<file path="src/rtl/uart_rx_fifo.sv">
// Receive FIFO behind the UART receiver. Push-to-rd_valid latency is 1 cycle; rd_data is first-word-fall-through.
// rd_valid/rd_ready pop handshake. When full, incoming words are dropped unless a pop frees the slot that cycle. Status outputs are driven only by registered state.
module uart_rx_fifo #(
  parameter int PAYLOAD_BITS   = 8,
  parameter int DEPTH          = 16,
  parameter int IRQ_LEVEL      = 8,
  parameter int TIMEOUT_CYCLES = 4340
) (
  input  logic                      clk,
  input  logic                      reset,
  input  logic                      rx_valid,
  input  logic [PAYLOAD_BITS-1:0]   rx_data,
  input  logic                      flush,
  input  logic                      clr_status,
  input  logic                      rd_ready,
  output logic                      rd_valid,
  output logic [PAYLOAD_BITS-1:0]   rd_data,
  output logic [$clog2(DEPTH):0]    level,
  output logic                      empty,
  output logic                      full,
  output logic                      overrun,
  output logic                      timeout,
  output logic                      irq
);

  localparam int AW = $clog2(DEPTH);
  localparam int CW = $clog2(TIMEOUT_CYCLES + 1);
  localparam logic [CW-1:0] IDLE_MAX  = CW'(TIMEOUT_CYCLES);
  localparam logic [CW-1:0] IDLE_LAST = CW'(TIMEOUT_CYCLES - 1);
  localparam logic [AW:0]   IRQ_LVL   = (AW + 1)'(IRQ_LEVEL);

  logic [PAYLOAD_BITS-1:0] r_mem [DEPTH];
  logic [AW:0]             r_wr_ptr;
  logic [AW:0]             r_rd_ptr;
  logic                    r_overrun;
  logic                    r_timeout;
  logic [CW-1:0]           r_idle;

  logic w_empty, w_full, w_pop_req, w_pop, w_push, w_drop, w_active;

  assign w_empty   = (r_wr_ptr == r_rd_ptr);
  assign w_full    = (r_wr_ptr[AW-1:0] == r_rd_ptr[AW-1:0]) && (r_wr_ptr[AW] != r_rd_ptr[AW]);
  assign w_pop_req = !w_empty && rd_ready;
  // A pop on a full FIFO frees the slot the same-cycle push lands in.
  assign w_pop     = w_pop_req && !flush;
  assign w_push    = rx_valid && (!w_full || w_pop_req) && !flush;
  assign w_drop    = rx_valid && w_full && !w_pop_req && !flush;
  assign w_active  = w_push || w_pop || flush;

  assign rd_valid = !w_empty;
  assign rd_data  = w_empty ? '0 : r_mem[r_rd_ptr[AW-1:0]];
  assign level    = r_wr_ptr - r_rd_ptr;
  assign empty    = w_empty;
  assign full     = w_full;
  assign overrun  = r_overrun;
  assign timeout  = r_timeout;
  assign irq      = (level >= IRQ_LVL) || r_overrun || r_timeout;

  always_ff @(posedge clk) begin
    if (w_push) r_mem[r_wr_ptr[AW-1:0]] <= rx_data;
  end

  always_ff @(posedge clk or posedge reset) begin
    if (reset) begin
      r_wr_ptr  <= '0;
      r_rd_ptr  <= '0;
      r_overrun <= 1'b0;
      r_timeout <= 1'b0;
      r_idle    <= '0;
    end else if (flush) begin
      r_wr_ptr  <= '0;
      r_rd_ptr  <= '0;
      r_overrun <= 1'b0;
      r_timeout <= 1'b0;
      r_idle    <= '0;
    end else begin
      if (w_push) r_wr_ptr <= r_wr_ptr + 1'b1;
      if (w_pop)  r_rd_ptr <= r_rd_ptr + 1'b1;
      if (w_drop)          r_overrun <= 1'b1;
      else if (clr_status) r_overrun <= 1'b0;
      // Idle time only accrues while a word is waiting untouched.
      if (w_active || w_empty) r_idle <= '0;
      else if (r_idle != IDLE_MAX) r_idle <= r_idle + 1'b1;
      if (w_active) r_timeout <= 1'b0;
      else if (!w_empty && r_idle >= IDLE_LAST) r_timeout <= 1'b1;
    end
  end

endmodule

</file>
<file path="config.mk">
export PLATFORM = sky130hd
export DESIGN_NAME = uart_rx_fifo
export DESIGN_NICKNAME = d
export VERILOG_FILES = /design/src/rtl/uart_rx_fifo.sv
export SDC_FILE = /design/constraint.sdc
export NUM_CORES = 1
export LEC_CHECK = 0
export BUFFER_PORTS_ARGS = -buffer_cell sky130_fd_sc_hd__buf_2
export CORE_MARGIN = 3
export CORE_UTILIZATION = 41
export DETAILED_ROUTE_END_ITERATION = 12
export PLACE_DENSITY = 0.65
export SYNTH_ARGS = -nofsm -noshare
export SYNTH_HDL_FRONTEND = slang
export SYNTH_SLANG_ARGS = --single-unit
</file>
<file path="constraint.sdc">
create_clock -name clk -period 7.4 [get_ports clk]
set_input_delay 0.37 -clock clk [delete_from_list [all_inputs] [get_ports clk]]
set_output_delay 0.37 -clock clk [all_outputs]
set_load 0.03 [all_outputs]
</file>
# After elaboration in Yosys (flattened, before gate mapping)
# Memories as Yosys holds them, arrays and structs flattened.
# Index checks and enable logic that the tools add are counted.
[op_classes] n_lt_le_gt_ge=2 addsub=4 mux=16 reduce_logical=24 eq_ne=4
[ops] cell="$mux 13" n=3
[ops] cell="$mux 5" n=4
[ops] cell="$add 13x1->13 const B" n=1
[ops] cell="$ge 13x13->1 const B" n=1
[ops] cell="$ne 13x13->1 const B" n=1
[ops] cell="$add 5x1->5 const B" n=2
[ops] cell="$logic_and 1x1->1" n=9
[ops] cell="$reduce_bool 3->1" n=3
[ops] cell="$mux 1" n=8
[ops] cell="$mux 8" n=1
[ops] cell="$logic_or 1x1->1" n=6
[ops] cell="$eq 5x5->1" n=1
[ops] cell="$ge 5x4->1 const B" n=1
[ops] cell="$sub 5x5->5" n=1
[ops] cell="$eq 4x4->1" n=1
[ops] cell="$logic_not 1->1" n=4
[ops] cell="$reduce_bool 2->1" n=2
[ops] cell="$ne 1x1->1" n=1
[totals] reg_bits=25 inputBits=14 out_inout_bits=19 ram_bits=128 mem_count=1
[mem_list] memory="r_mem" depth=16 width=8 rd=1 rd_ports_with_merged_regs=0 write_ports=1 line_no="32" rtl="logic [PAYLOAD_BITS-1:0] r_mem [DEPTH];"

# Longest topological paths before layout
# Gate-level depths: netlist of run 1.
[logic_depth] word_depth=11 mapped_depth=10

# Worst setup path after synthesis of run 1
# OpenSTA, ideal clock, no wires.
[synth_timing] path_type="reg-to-reg" from="register r_rd_ptr[1]" to="memory r_mem[1][0], enable pin" arrival_time_ps=2577 synth_period_minus_slack_ps=2972 slack_ps=4428 t_required_ps=7005 n_path_buf=4 setup_time_ps=395 path_stages_with_launch=10 path_cell_list="dfrtp_1 buf_6 buf_12 buf_2 inv_1 ha_1 nand4_2 o31ai_2 buf_4 nor4_1"
[synth_via] elab_chain_cells=8 word_cells_on_any_way=11
[synth_rtl] element="start: declaration" line_no="34" rtl="logic [AW:0] r_rd_ptr;"
[synth_rtl] element="start signal: assignment" line_no="78" rtl="if (w_pop) r_rd_ptr <= r_rd_ptr + 1'b1;"
[synth_rtl] element="$eq 5x5->1 / $eq 4x4->1 (equally long branches)" line_no="41, 42"
[synth_rtl] element="$logic_not 1->1 / $logic_and 1x1->1 (equally long branches)" line_no="43, 42"
[synth_rtl] element="$logic_and 1x1->1 / $logic_not 1->1 (equally long branches)" line_no="43, 46"
[synth_rtl] element="$logic_or 1x1->1 (*)" line_no="46" rtl="assign w_push = rx_valid && (!w_full || w_pop_req) && !flush;"
[synth_rtl] element="$logic_and 1x1->1 (*) (2 in a row)" line_no="46"
[synth_rtl] element="$mux 1 (*)" line_no="60" rtl="if (w_push) r_mem[r_wr_ptr[AW-1:0]] <= rx_data;"
[synth_rtl] element="$mux 1 (implied by the code) (*)" line_no="60"
[synth_rtl] element="end: declaration" line_no="32"
# Every way passes the cells marked *; elsewhere a longest branch is shown, timed or not.

# Worst setup path in the final report of run 1
[layout_timing] from="register r_rd_ptr[3]" to="output rd_data[6]"
[layout_via] elab_chain_cells=2 word_cells_on_any_way=3
[layout_rtl] element="$mem_v2 16x8 / $eq 5x5->1 (equally long branches)"
[layout_rtl] element="$mux 8 (*)" line_no="51" rtl="assign rd_data = w_empty ? '0 : r_mem[r_rd_ptr[AW-1:0]];"
[layout_rtl] element="end: declaration" line_no="17" rtl="output logic [PAYLOAD_BITS-1:0] rd_data,"
# Marked as above.

==> results of run 1 <==
[registers in the layout, summed over array words and instances (netlist names)]
register,flops
overrun,1
r_mem,128
r_rd_ptr,5
timeout,1
r_wr_ptr,5
r_idle,13
[per-stage QoR]
| stage | power [uW] | cells | area, um2 |
|---|---|---|---|
| CTS | 2151 | 669 | 7594 |
| global route | 2206 | 669 | 7594 |
| floorplan | 1216 | 406 | 6700 |
| finish | 2127 | 669 | 7594 |
| detailed placement | 1308 | 637 | 7017 |
| global placement | 1304 | 637 | 7017 |
[report_power, final]
group | internal, uW | total (uW) | switching (uW) | leakage [uW]
Clock | 498 | 840 | 342 | 0.000276
Sequential | 944 | 959 | 15.0 | 0.00150
Combinational | 117 | 329 | 212 | 0.000797
[cells in the final DEF (no fill, tap or decap), drive strengths merged, types with 2 or more instances in the layout]
cell type  Yosys  routed
nor2          33      33
inv           16      19
clkinvlp       0       3
nand3          8       8
clkbuf         3      18
or3            3       3
o311ai         2       2
edfxtp       128     128
mux2           9       9
mux4          30      30
bufinv         0       2
mux2i         13      13
clkinv         0       6
buf           15      33
dfrtp         25      25
nand4          4       4
ha            11      11
nor3          19      19
nand3b         2       2
o31ai          2       2
nand2         13      13
a21oi         13      13
o211ai         2       2
nor2b          4       4
o21ai         14      14
xnor2         14      14
xor2           5       5
nor4           3       3
[critical path, stage by stage, from the launching register on]
cell     delay (ns)
dfrtp_1        0.87
inv_2          0.29
ha_1           0.41
nand4_2        0.25
or2_2          0.37
inv_1          0.13
o31ai_2        0.29
buf_2          0.26
[logic make-up after synthesis]
| group | count (synthesis) | synth area share, % |
|---|---|---|
| and+or+nand+nor | 97 | 7.545 |
| AOI/OAI and AO/OA | 39 | 3.884 |
| adders and majority gates | 12 | 2.353 |
| muxes | 52 | 14.10 |
| buffers and inverters | 34 | 2.820 |
| xor gates and xnor gates | 19 | 2.596 |
| DFF | 153 | 66.70 |
[cell type report]
class / count / area, um2
Clock buffer: 18 / 429.2
Timing Repair Buffer: 33 / 167.7
Multi-Input combinational cell: 219 / 2048
Tap cell: 216 / 270.3
Inverter: 16 / 60.06
Fill cell: 1368 / 8349
Clock inverter: 14 / 147.6
Sequential cell: 153 / 4471
[routing by layer]
layer	track usage [%]	wire length, um	vias to the layer above
met1	22.28	6139	1790
li1	-	-	1644
met5	0	0	-
met3	5.476	924	11
met2	24.09	6466	107
met4	5.543	154	0
[path summary, 6_finish.rpt]
| kind | from | cells past startpoint | to | slack [ns] |
|---|---|---|---|---|
| setup / recovery | r_rd_ptr[3]$_DFFE_PP0P_ | 7 | rd_data[6] | 3.72 |
| min in group clk | clr_status | 4 | overrun$_DFFE_PP0P_ | 0.25 |
| max in group asynchronous | reset | 2 | r_rd_ptr[1]$_DFFE_PP0P_ | 6.55 |
| setup reg to reg | r_rd_ptr[3]$_DFFE_PP0P_ | 5 | r_mem[11][3]$_DFFE_PP_ | 3.88 |
| hold reg to reg | r_idle[12]$_DFFE_PP0P_ | 2 | r_idle[12]$_DFFE_PP0P_ | 0.57 |
| hold / removal | reset | 2 | r_idle[4]$_DFFE_PP0P_ | 0.18 |
==> metrics, run 1 <==
highest clock frequency the design can meet=0.2721 GHz; critical path launch point type=register; class of the tightest hold or removal check=in2async; Final Cycle Share=49.67%; average routed wire per standard cell=20.46 um; standard cell core area=15940 um2; static leakage power=0.002571 uW; CTS tree=done; wire length of the first global-routing pass=21270 um; antenna viol nets, final=0; leading post-synthesis cells by instance count=edfxtp_1 (128), nor2_1 (33), dfrtp_1 (25); average footprint of a synthesized cell=16.50 um2; final setup margin=3.725 ns; total of flip-flops plus latches after synthesis=153; setup repair after global routing missed its margin=false; Post-Place Worst Slack=3.875 ns; critical path required time=7.03 ns; utilization after layout=47.63%; biggest area consumer among synthesized cells=edfxtp_1; share of post-route cells with drive strength above 1=23.84%; critical path endpoint category=output pin; final count of negative-setup-slack endpoints=0; count leader, synth=edfxtp_1; arrival time worst endpoint=3.31 ns; number of rows in the core area=46; setup clock skew after layout=0.01511 ns; total inserted antenna cells=0; buffers added on ports=32; number of levels in the clock H-tree=4; iteration count of the initial detailed-routing pass=4; initial antenna violation count=0; Fin Setup TNS=0 ns; Worst Tran Pin Value=1.291 ns; proportion of synthesized flip-flops having asynchronous set or reset=16.34%; Synthesis Warnings=0; number of hold violations in the final report=0; EDFF count, synth=128; DRC viols=0; remaining global-route overflow=0; biggest fanout along the worst timing path=20; total CTS buffers=17; final-stage net count=466; power per unit of standard cell area=280.1 nW/um2; maximum number of buffers from clock root to sink=2; Chip Width=133.8 um; GP Congestion=0.8236; y dimension of the die=133.8 um; count of distinct cell types in the synthesized netlist=55; minimum clock period after layout=3.675 ns; starting density of the core=42.03%; largest voltage drop on the vdd net=0.0001667 V; DP HPWL=9005 um; status=finished clean; Relative slew margins=13.25%; average via count per standard cell=5.309; final slew viol count=0; # hold bufs at CTS=0; maximum number of pins on one net before global-route repair=40; clock slew seen by the registers of the worst setup and hold paths=0.06 ns; final hold slack=0.1770 ns; global-route total usage across every layer=16.12%; buffer type at the clock tree root=clkbuf_16; portion of the post-synthesis area used by sequential elements=66.70%; Setup Fix Bufs, Post-CTS=0; post-synth net total=432; cell count after synthesis=406; Worst Setup Path Type=reg2out; number of sinks on the clock net=153; Total Routed Length=13690 um; fraction of post-synthesis cell area in the top cell type by area=57.37%; DRT iter0 DRCs=330; die footprint=17910 um2; Skew-Pair Late Insertion Delay=0.43 ns; prevailing post-synth register cell=edfxtp_1; total of max-cap violations=0; total standard cell area after synthesis=6700 um2; via count=3552; layout-stage area growth over the synthesis result=13.33%; number of top-level design ports=33; leading cell types by total area after synthesis=edfxtp_1 (57%), dfrtp_1 (9.3%), mux4_2 (7.1%), mux4_1 (3.5%), ha_1 (2.1%); via count of the first global-routing pass=3703; post-CTS sizing=0
Note: power is estimated with default switching activity, not from simulation.
==> run 2: changes to the inputs <==
- clock period: 7.4 -> 3.5 ns (I/O delays scaled with it)
==> metrics, run 2 (synthesis gave the netlist of run 1 again) <==
average routed wire per standard cell=19.62 um; critical path endpoint category=output pin; critical path cell sequence=inv_2, ha_1, nand4_2, or2_2, o21ai_1, a21oi_1, buf_2; Setup Fix Bufs, Post-CTS=0; GP Congestion=0.7754; Final Cycle Share=80.27%; setup repair after global routing missed its margin=false; layout filler cell count=1388; initial antenna violation count=0; Worst Setup Path Type=reg2out; remaining global-route overflow=0; critical path launch point type=register; setup clock skew after layout=0.006420 ns; starting density of the core=42.03%; slack of the worst reg-to-reg path=0.96 ns; DRC viols=0; wire length of the first global-routing pass=21400 um; post-route cell area=7646 um2; buffers added on ports=32; via count of the first global-routing pass=3792; Crit-path slowest cell=dfrtp_1; # hold bufs at CTS=0; share of post-route cells with drive strength above 1=25.22%; utilization after layout=47.96%; maximum number of pins on one net before global-route repair=39; worst reg2reg path depth=5; die footprint=17910 um2; number of hold violations in the final report=21; power per unit of standard cell area=572.6 nW/um2; commonest cells after routing, fill and taps aside=edfxtp_1 (128), nor2_1 (33), buf_2 (32); max reg flops=128; Chip Width=133.8 um; status=finished with violations; number of sinks on the clock net=153; Fin Setup TNS=0 ns; average via count per standard cell=5.379; number of top-level design ports=33; number of rows in the core area=46; Worst Tran Pin Value=1.008 ns; total of max-cap violations=0; minimum clock period after layout=2.809 ns; DRT iter0 DRCs=273; Skew-Pair Late Insertion Delay=0.42 ns; final-stage net count=479; biggest fanout along the worst timing path=13; final count of negative-setup-slack endpoints=0; number of levels in the clock H-tree=4; Critical R2R Capture=r_mem[4][6]$_DFFE_PP_; Total Routed Length=13340 um; Buf/Inv on CP=2; cell area after placement=7114 um2; clock slew seen by the registers of the worst setup and hold paths=0.06 ns; layout-stage area growth over the synthesis result=14.12%; r2r startpoint=r_rd_ptr[3]$_DFFE_PP0P_; violations in the final reports=hold timing; y dimension of the die=133.8 um; buffer type at the clock tree root=clkbuf_16; antenna viol nets, final=0; most frequent standard cell in the layout excluding fill and tap cells=edfxtp_1; final slew viol count=0; launch point of the worst path=r_rd_ptr[3]$_DFFE_PP0P_; largest voltage drop on the vdd net=0.0003913 V; total inserted antenna cells=0; cell family with the largest share of critical-path delay=simple AND/OR/NAND/NOR gates; arrival time worst endpoint=2.63 ns; standard cell core area=15940 um2; CTS tree=done; class of the tightest hold or removal check=in2async; DP HPWL=8733 um; maximum number of buffers from clock root to sink=2; critical path required time=3.32 ns; highest clock frequency the design can meet=0.3560 GHz; post-CTS sizing=0; iteration count of the initial detailed-routing pass=4; final hold slack=-0.009919 ns; total CTS buffers=17; via count=3658; Relative slew margins=32.76%; static leakage power=0.002612 uW; CP peak stage delay=0.39 ns; global-route total usage across every layer=15.96%
[run 2: changes by cell type in the layout (fill, tap and decap cells not counted)]
cell / before / now
clkinvlp_4: 3 / 4
buf_4: 1 / 14
clkinv_4: 2 / 1
bufinv_16: 2 / 1
clkinv_1: 1 / 3
clkinv_2: 3 / 1
inv_8: 1 / 0
[run 2: area by class of cell]
cell class              count  area [um2]  share of cell area (%)
well taps                 216       270.3                   3.535
repair buffers             46       265.3                   3.469
inverters                  16       60.06                  0.7855
clock buffers              18       429.2                   5.613
clock inverters            12       102.6                   1.342
flip-flops and latches    153        4471                   58.47
multi-input cells         219        2048                   26.79
[run 2: worst max path at each step]
stage                                 end  cells after the start
floorplan           r_mem[1][0]$_DFFE_PP_                      9
global placement    r_mem[7][0]$_DFFE_PP_                      5
detailed placement  r_mem[4][5]$_DFFE_PP_                      5
CTS                            rd_data[4]                      6
global route                   rd_data[4]                      6
finish                         rd_data[4]                      7
[run 2: per-layer routing]
layer,GRT usage [%],up-vias,share of wire (%)
li1,-,1663,-
met1,21.82,1885,45
met2,25.55,96,49
met3,4.201,14,5.2
met4,4.514,0,1.2
met5,0,-,0
[run 2: through the flow]
step	total power, uW	instances	setup slack, ns
after detailed placement	2760	650	1.004
after floorplan	2571	406	0.5283
after global placement	2753	650	1.089
after global routing	4554	680	0.5407
final	4378	680	0.6906
after CTS	4415	680	0.6744
[run 2: report_power, final]
group	total (uW)	internal, uW	switching, uW	leakage, uW
combinational	705	250	455	0.000867
clock	1670	963	704	0.000247
sequential	2010	2000	10.5	0.00150
total	4380	3210	1170	0.00261
